**src/rtl/vga_bus_arbiter.sv**
```systemverilog
// vga_bus_arbiter: two-master RAM arbiter giving announced VGA cycles priority over deferred CPU requests
// Ports:
//   i_clk, i_reset         clock and synchronous active-high reset
//   i_vga_*                VGA read master (access announces next-cycle cs)
//   o_vga_dat, o_vga_err   VGA read data (combinational) and sticky protocol error
//   i_cpu_*                CPU request, held until ack
//   o_cpu_dat, o_cpu_ack   registered read data and one-cycle completion pulse
//   o_mem_*, i_mem_dat     synchronous RAM port (read data one cycle after cs)
module vga_bus_arbiter #(
    parameter int ADDR_WIDTH = 16,
    parameter int DATA_WIDTH = 8
) (
    input  logic                  i_clk,
    input  logic                  i_reset,
    input  logic [ADDR_WIDTH-1:0] i_vga_addr,
    input  logic                  i_vga_cs,
    input  logic                  i_vga_access,
    output logic [DATA_WIDTH-1:0] o_vga_dat,
    output logic                  o_vga_err,
    input  logic [ADDR_WIDTH-1:0] i_cpu_addr,
    input  logic [DATA_WIDTH-1:0] i_cpu_dat,
    input  logic                  i_cpu_cs,
    input  logic                  i_cpu_we,
    output logic [DATA_WIDTH-1:0] o_cpu_dat,
    output logic                  o_cpu_ack,
    output logic [ADDR_WIDTH-1:0] o_mem_addr,
    output logic [DATA_WIDTH-1:0] o_mem_dat,
    output logic                  o_mem_cs,
    output logic                  o_mem_we,
    input  logic [DATA_WIDTH-1:0] i_mem_dat
);
    typedef enum logic [2:0] {IDLE, PEND, MEM, RD, ACK} state_t;
    state_t                state_q, state_d;
    logic                  vga_owns_q, vga_owns_d;
    logic [ADDR_WIDTH-1:0] req_addr_q, req_addr_d;
    logic [DATA_WIDTH-1:0] req_dat_q, req_dat_d;
    logic                  req_we_q, req_we_d;
    logic [DATA_WIDTH-1:0] cpu_dat_q, cpu_dat_d;
    logic                  cpu_ack_q, cpu_ack_d;
    logic                  vga_err_q, vga_err_d;
    logic                  cpu_cycle, vga_cycle;
    always_comb begin
        state_d    = state_q;
        vga_owns_d = i_vga_access;
        req_addr_d = req_addr_q;
        req_dat_d  = req_dat_q;
        req_we_d   = req_we_q;
        cpu_dat_d  = cpu_dat_q;
        cpu_ack_d  = 1'b0;
        vga_err_d  = vga_err_q | (i_vga_cs & ~vga_owns_q);
        case (state_q)
            IDLE: begin
                if (i_cpu_cs) begin
                    req_addr_d = i_cpu_addr;
                    req_dat_d  = i_cpu_dat;
                    req_we_d   = i_cpu_we;
                    state_d    = i_vga_access ? PEND : MEM;
                end
            end
            PEND: state_d = i_vga_access ? PEND : MEM;
            MEM:  state_d = RD;
            RD: begin
                cpu_dat_d = i_mem_dat;
                cpu_ack_d = 1'b1;
                state_d   = ACK;
            end
            ACK:     state_d = IDLE;
            default: state_d = IDLE;
        endcase
    end
    always_ff @(posedge i_clk) begin
        if (i_reset) begin
            state_q    <= IDLE;
            vga_owns_q <= 1'b0;
            req_addr_q <= '0;
            req_dat_q  <= '0;
            req_we_q   <= 1'b0;
            cpu_dat_q  <= '0;
            cpu_ack_q  <= 1'b0;
            vga_err_q  <= 1'b0;
        end else begin
            state_q    <= state_d;
            vga_owns_q <= vga_owns_d;
            req_addr_q <= req_addr_d;
            req_dat_q  <= req_dat_d;
            req_we_q   <= req_we_d;
            cpu_dat_q  <= cpu_dat_d;
            cpu_ack_q  <= cpu_ack_d;
            vga_err_q  <= vga_err_d;
        end
    end
    // MEM is never entered in a VGA-owned cycle, so a VGA cs during MEM is a violation and loses
    assign cpu_cycle  = state_q == MEM;
    assign vga_cycle  = ~cpu_cycle & vga_owns_q & i_vga_cs;
    assign o_mem_cs   = cpu_cycle | vga_cycle;
    assign o_mem_we   = cpu_cycle & req_we_q;
    assign o_mem_addr = cpu_cycle ? req_addr_q : vga_cycle ? i_vga_addr : '0;
    assign o_mem_dat  = cpu_cycle ? req_dat_q : '0;
    assign o_vga_dat  = i_mem_dat;
    assign o_cpu_dat  = cpu_dat_q;
    assign o_cpu_ack  = cpu_ack_q;
    assign o_vga_err  = vga_err_q;
endmodule

```
**config.mk**
```make
export PLATFORM = sky130hd
export DESIGN_NAME = vga_bus_arbiter
export DESIGN_NICKNAME = d
export VERILOG_FILES = /design/src/rtl/vga_bus_arbiter.sv
export SDC_FILE = /design/constraint.sdc
export NUM_CORES = 1
export LEC_CHECK = 0
export ABC_AREA = 1
export CAP_MARGIN = 20
export CORE_MARGIN = 1
export CORE_UTILIZATION = 39
export CTS_CLUSTER_DIAMETER = 100
export CTS_CLUSTER_SIZE = 8
export DETAILED_ROUTE_END_ITERATION = 6
export PLACE_DENSITY = 0.8
export SETUP_SLACK_MARGIN = 0.15
export SLEW_MARGIN = 10
export SYNTH_ARGS = -nofsm -noshare
export SYNTH_HDL_FRONTEND = slang
export SYNTH_SLANG_ARGS = --single-unit
```
**constraint.sdc**
```tcl
create_clock -name i_clk -period 1.1 [get_ports i_clk]
set_input_delay 0.11 -clock i_clk [delete_from_list [all_inputs] [get_ports i_clk]]
set_output_delay 0.11 -clock i_clk [all_outputs]
set_load 0.01 [all_outputs]
```
==> results.toml <==
[run_status]
outcome = "complete, but fails checks"
violations = "setup timing"

[worst_hold_path]
min_path_cells = 3
hp-class = "in -> reg"
min_to = "o_cpu_dat[5]"
hold_path.startpoint = "i_mem_dat[5]"

[floorplan]
dieArea_um2 = 4952
ios = 98
core-area_um2 = 4414
rows = 24
die_h_um = 70.37
die_w_um = 70.37
start_util = 0.4130

[sta]
fin_ws_ns = -0.5780
worstMarginPinSlew_ns = 0.2210
fmax_mhz = 595.9
whs_ns = 0.1723
hold_violations = 0
rsz0062_at_grt = "true"
min_period_ns = 1.678
clock_skew_ns = 0.01333
max-slew-margin-rel = 0.8523
setup_viol = 53
maxSlewViolCount = 0
finalCritPeriodShare = 1.525

[logic_synthesis]
synth.mux.area_fraction = 0
synthAdderAreaFrac = 0
netlist_area_um2 = 1823
synth_compound_area_frac = 0.07687
synthTopCellsByArea = "dfxtp_1 (43%), nor2_1 (16%), nand2_1 (12%), inv_1 (6.6%), nand3_1 (4.9%)"
synth_top_family_by_area = "simple AND/OR/NAND/NOR gates"
synth_cell_type_count = 15
yosysWarnings = 0
yosysTopAreaCell = "dfxtp_1"
synth_cells = 278
synth-seq-area-share = 0.4283
synth_xor_area_frac = 0
ys_seq_elements = 39
yosysTopAreaCellShare = 0.4283
syn-num-nets = 332
synth-simple-area-share = 0.3487
syn_area_per_cell_um2 = 6.558

[routing]
drt-initial-drc-count = 177
vias_per_cell = 5.114
drt-total-wl_um = 7786
ant_nets = 0
vias = 2383
drc = 0
dr.pass1.iters = 5
wire_per_inst_um = 16.71

[clock_network]
path_clk_slew_ns = 0.08
clock_path_buffers = 2
cts_buffers = 5
clkSinkCount = 39
clk_latency_ns = 0.30
cts_root_buf = "clkbuf_8"
htreeDepth = 2
cts_hold_buf = 0
tritoncts = "yes"

[final_layout]
final_area_um2 = 3593
finish.net_count = 468
final_common_cell = "nor2_1"
drive_gt1_frac = 0.4179
fin_util = 0.8141
final_cell_mix = "nor2_1 (66), nand2_1 (54), clkdlybuf4s50_1 (52)"
n_antenna_cell = 0
area_delta_synth_final_pct = 97.12

[critical_path]
cpPeakStageDelay_ns = 0.36
crit_fanout = 6
crit_buf_inv = 3
critPathTopFamily = "buffers and inverters"
r2r_end = "req_addr_q[8]"
cp.required_ns = 0.99
r2r_cells = 8
critPathLaunchType = "flop"
arrival_ns = 1.57
endpoint_kind = "primary output"
worstPathCellList = "nor2_4 > nand2_8 > buf_6 > buf_6 > o21ai_4 > buf_6"
crit_type = "reg -> out"
r2r_start = "state_q[0]"
slowest_stage = "dfxtp_2"
reg2reg_setup_slack_ns = -0.42
cp_common_cell = "buf_6"

[job]
maxCapViolations = 0

[grt]
grt_usage = 0.2715
overflow = 0
grt_antenna_before_repair = 0
grt_pass1_vias = 2148
grt_max_degree = 26
grt_pass1_wl_um = 10360

[placement]
placed_area_um2 = 3192
dp_hpwl_um = 3945
place_congestion = 0.7705
portBuffers = 97

[power_and_ir_drop]
irDropWorstVdd_uv = 828.3
leakagePower_uw = 0.001670
p_per_area_nw_per_um2 = 1163
-- worst max-delay path by stage --
stage	from	endpoint	slack, ns	cells past startpoint
4_1_cts	state_q[2]	o_mem_addr[12]	-0.51	7
3_5_place_dp	i_vga_cs	o_mem_addr[10]	-0.68	7
3_3_place_gp	i_vga_cs	o_mem_addr[15]	-0.65	7
6_report	state_q[0]	o_mem_addr[14]	-0.58	6
2_1_floorplan	state_q[0]	o_mem_addr[1]	0.09	4
5_1_grt	state_q[0]	o_mem_addr[14]	-0.60	7
-- cells in the mapped netlist (all sizes together) --
cell and count:
nand2 57, nand3 19, buf 20, o21ai 25, inv 32, clkbuf 2, a21oi 3, dfxtp 39
nor2 81
-- metrics by stage --
stage / power (µW) / TNS (ns) / setup slack (ns) / instances
global placement: 2794 / -18.65 / -0.6462 / 440
CTS: 3981 / -15.92 / -0.5103 / 462
floorplan: 2271 / 0 / 0.08872 / 278
global route: 4365 / -24.05 / -0.5959 / 466
finish: 4178 / -22.37 / -0.5780 / 466
detailed placement: 2836 / -19.75 / -0.6806 / 440
-- logic make-up after synthesis --
group	Yosys count
and+or+nand+nor	157
buffers and inverters	54
DFF	39
AOI/OAI and AO/OA	28
-- cell type report --
class                           count  area [µm²]
Timing Repair Buffer              149        1359
Fill cell                         284       820.8
Inverter                           32       120.1
Clock buffer                        6       82.58
Sequential cell                    39       793.3
Clock inverter                      1       5.005
Multi-Input combinational cell    187        1169
Tap cell                           52       65.06
-- sequential cells by signal, indices dropped and copies added, names as in the netlist --
register / cells
req_addr_q: 16
o_cpu_dat: 8
req_dat_q: 8
state_q: 3
o_cpu_ack: 1
o_vga_err: 1
req_we_q: 1
vga_owns_q: 1
-- timing repair --
action                                  4_1_cts  5_1_grt
endpoints found under the setup margin       79       65
gates resized for setup                     239       30
pin swaps                                    11        9
endpoints found under the hold margin         0        0
setup buffers                                13        3
gates cloned                                  2        1
-- tightest hold or removal path: cells and delay by family --
family	cells	cell delay, ns
buffers and inverters	1	0.17
and+or+nand+nor	1	0.07
AOI/OAI and AO/OA	1	0.08
-- power breakdown --
part,internal [µW],leakage (µW),switching [µW]
registers,1540,0.000324,56.1
clock network,492,0.0000470,512
logic,770,0.00130,806
-- per-layer routing --
layer / vias up / wire length [µm] / global-route usage
li1: 1111 / - / -
met1: 1100 / 2965 / 0.3172
met2: 143 / 3952 / 0.4783
met3: 29 / 545 / 0.05916
met4: 0 / 323 / 0.1044
met5: - / 0 / 0
(Power assumes the default switching activity.)
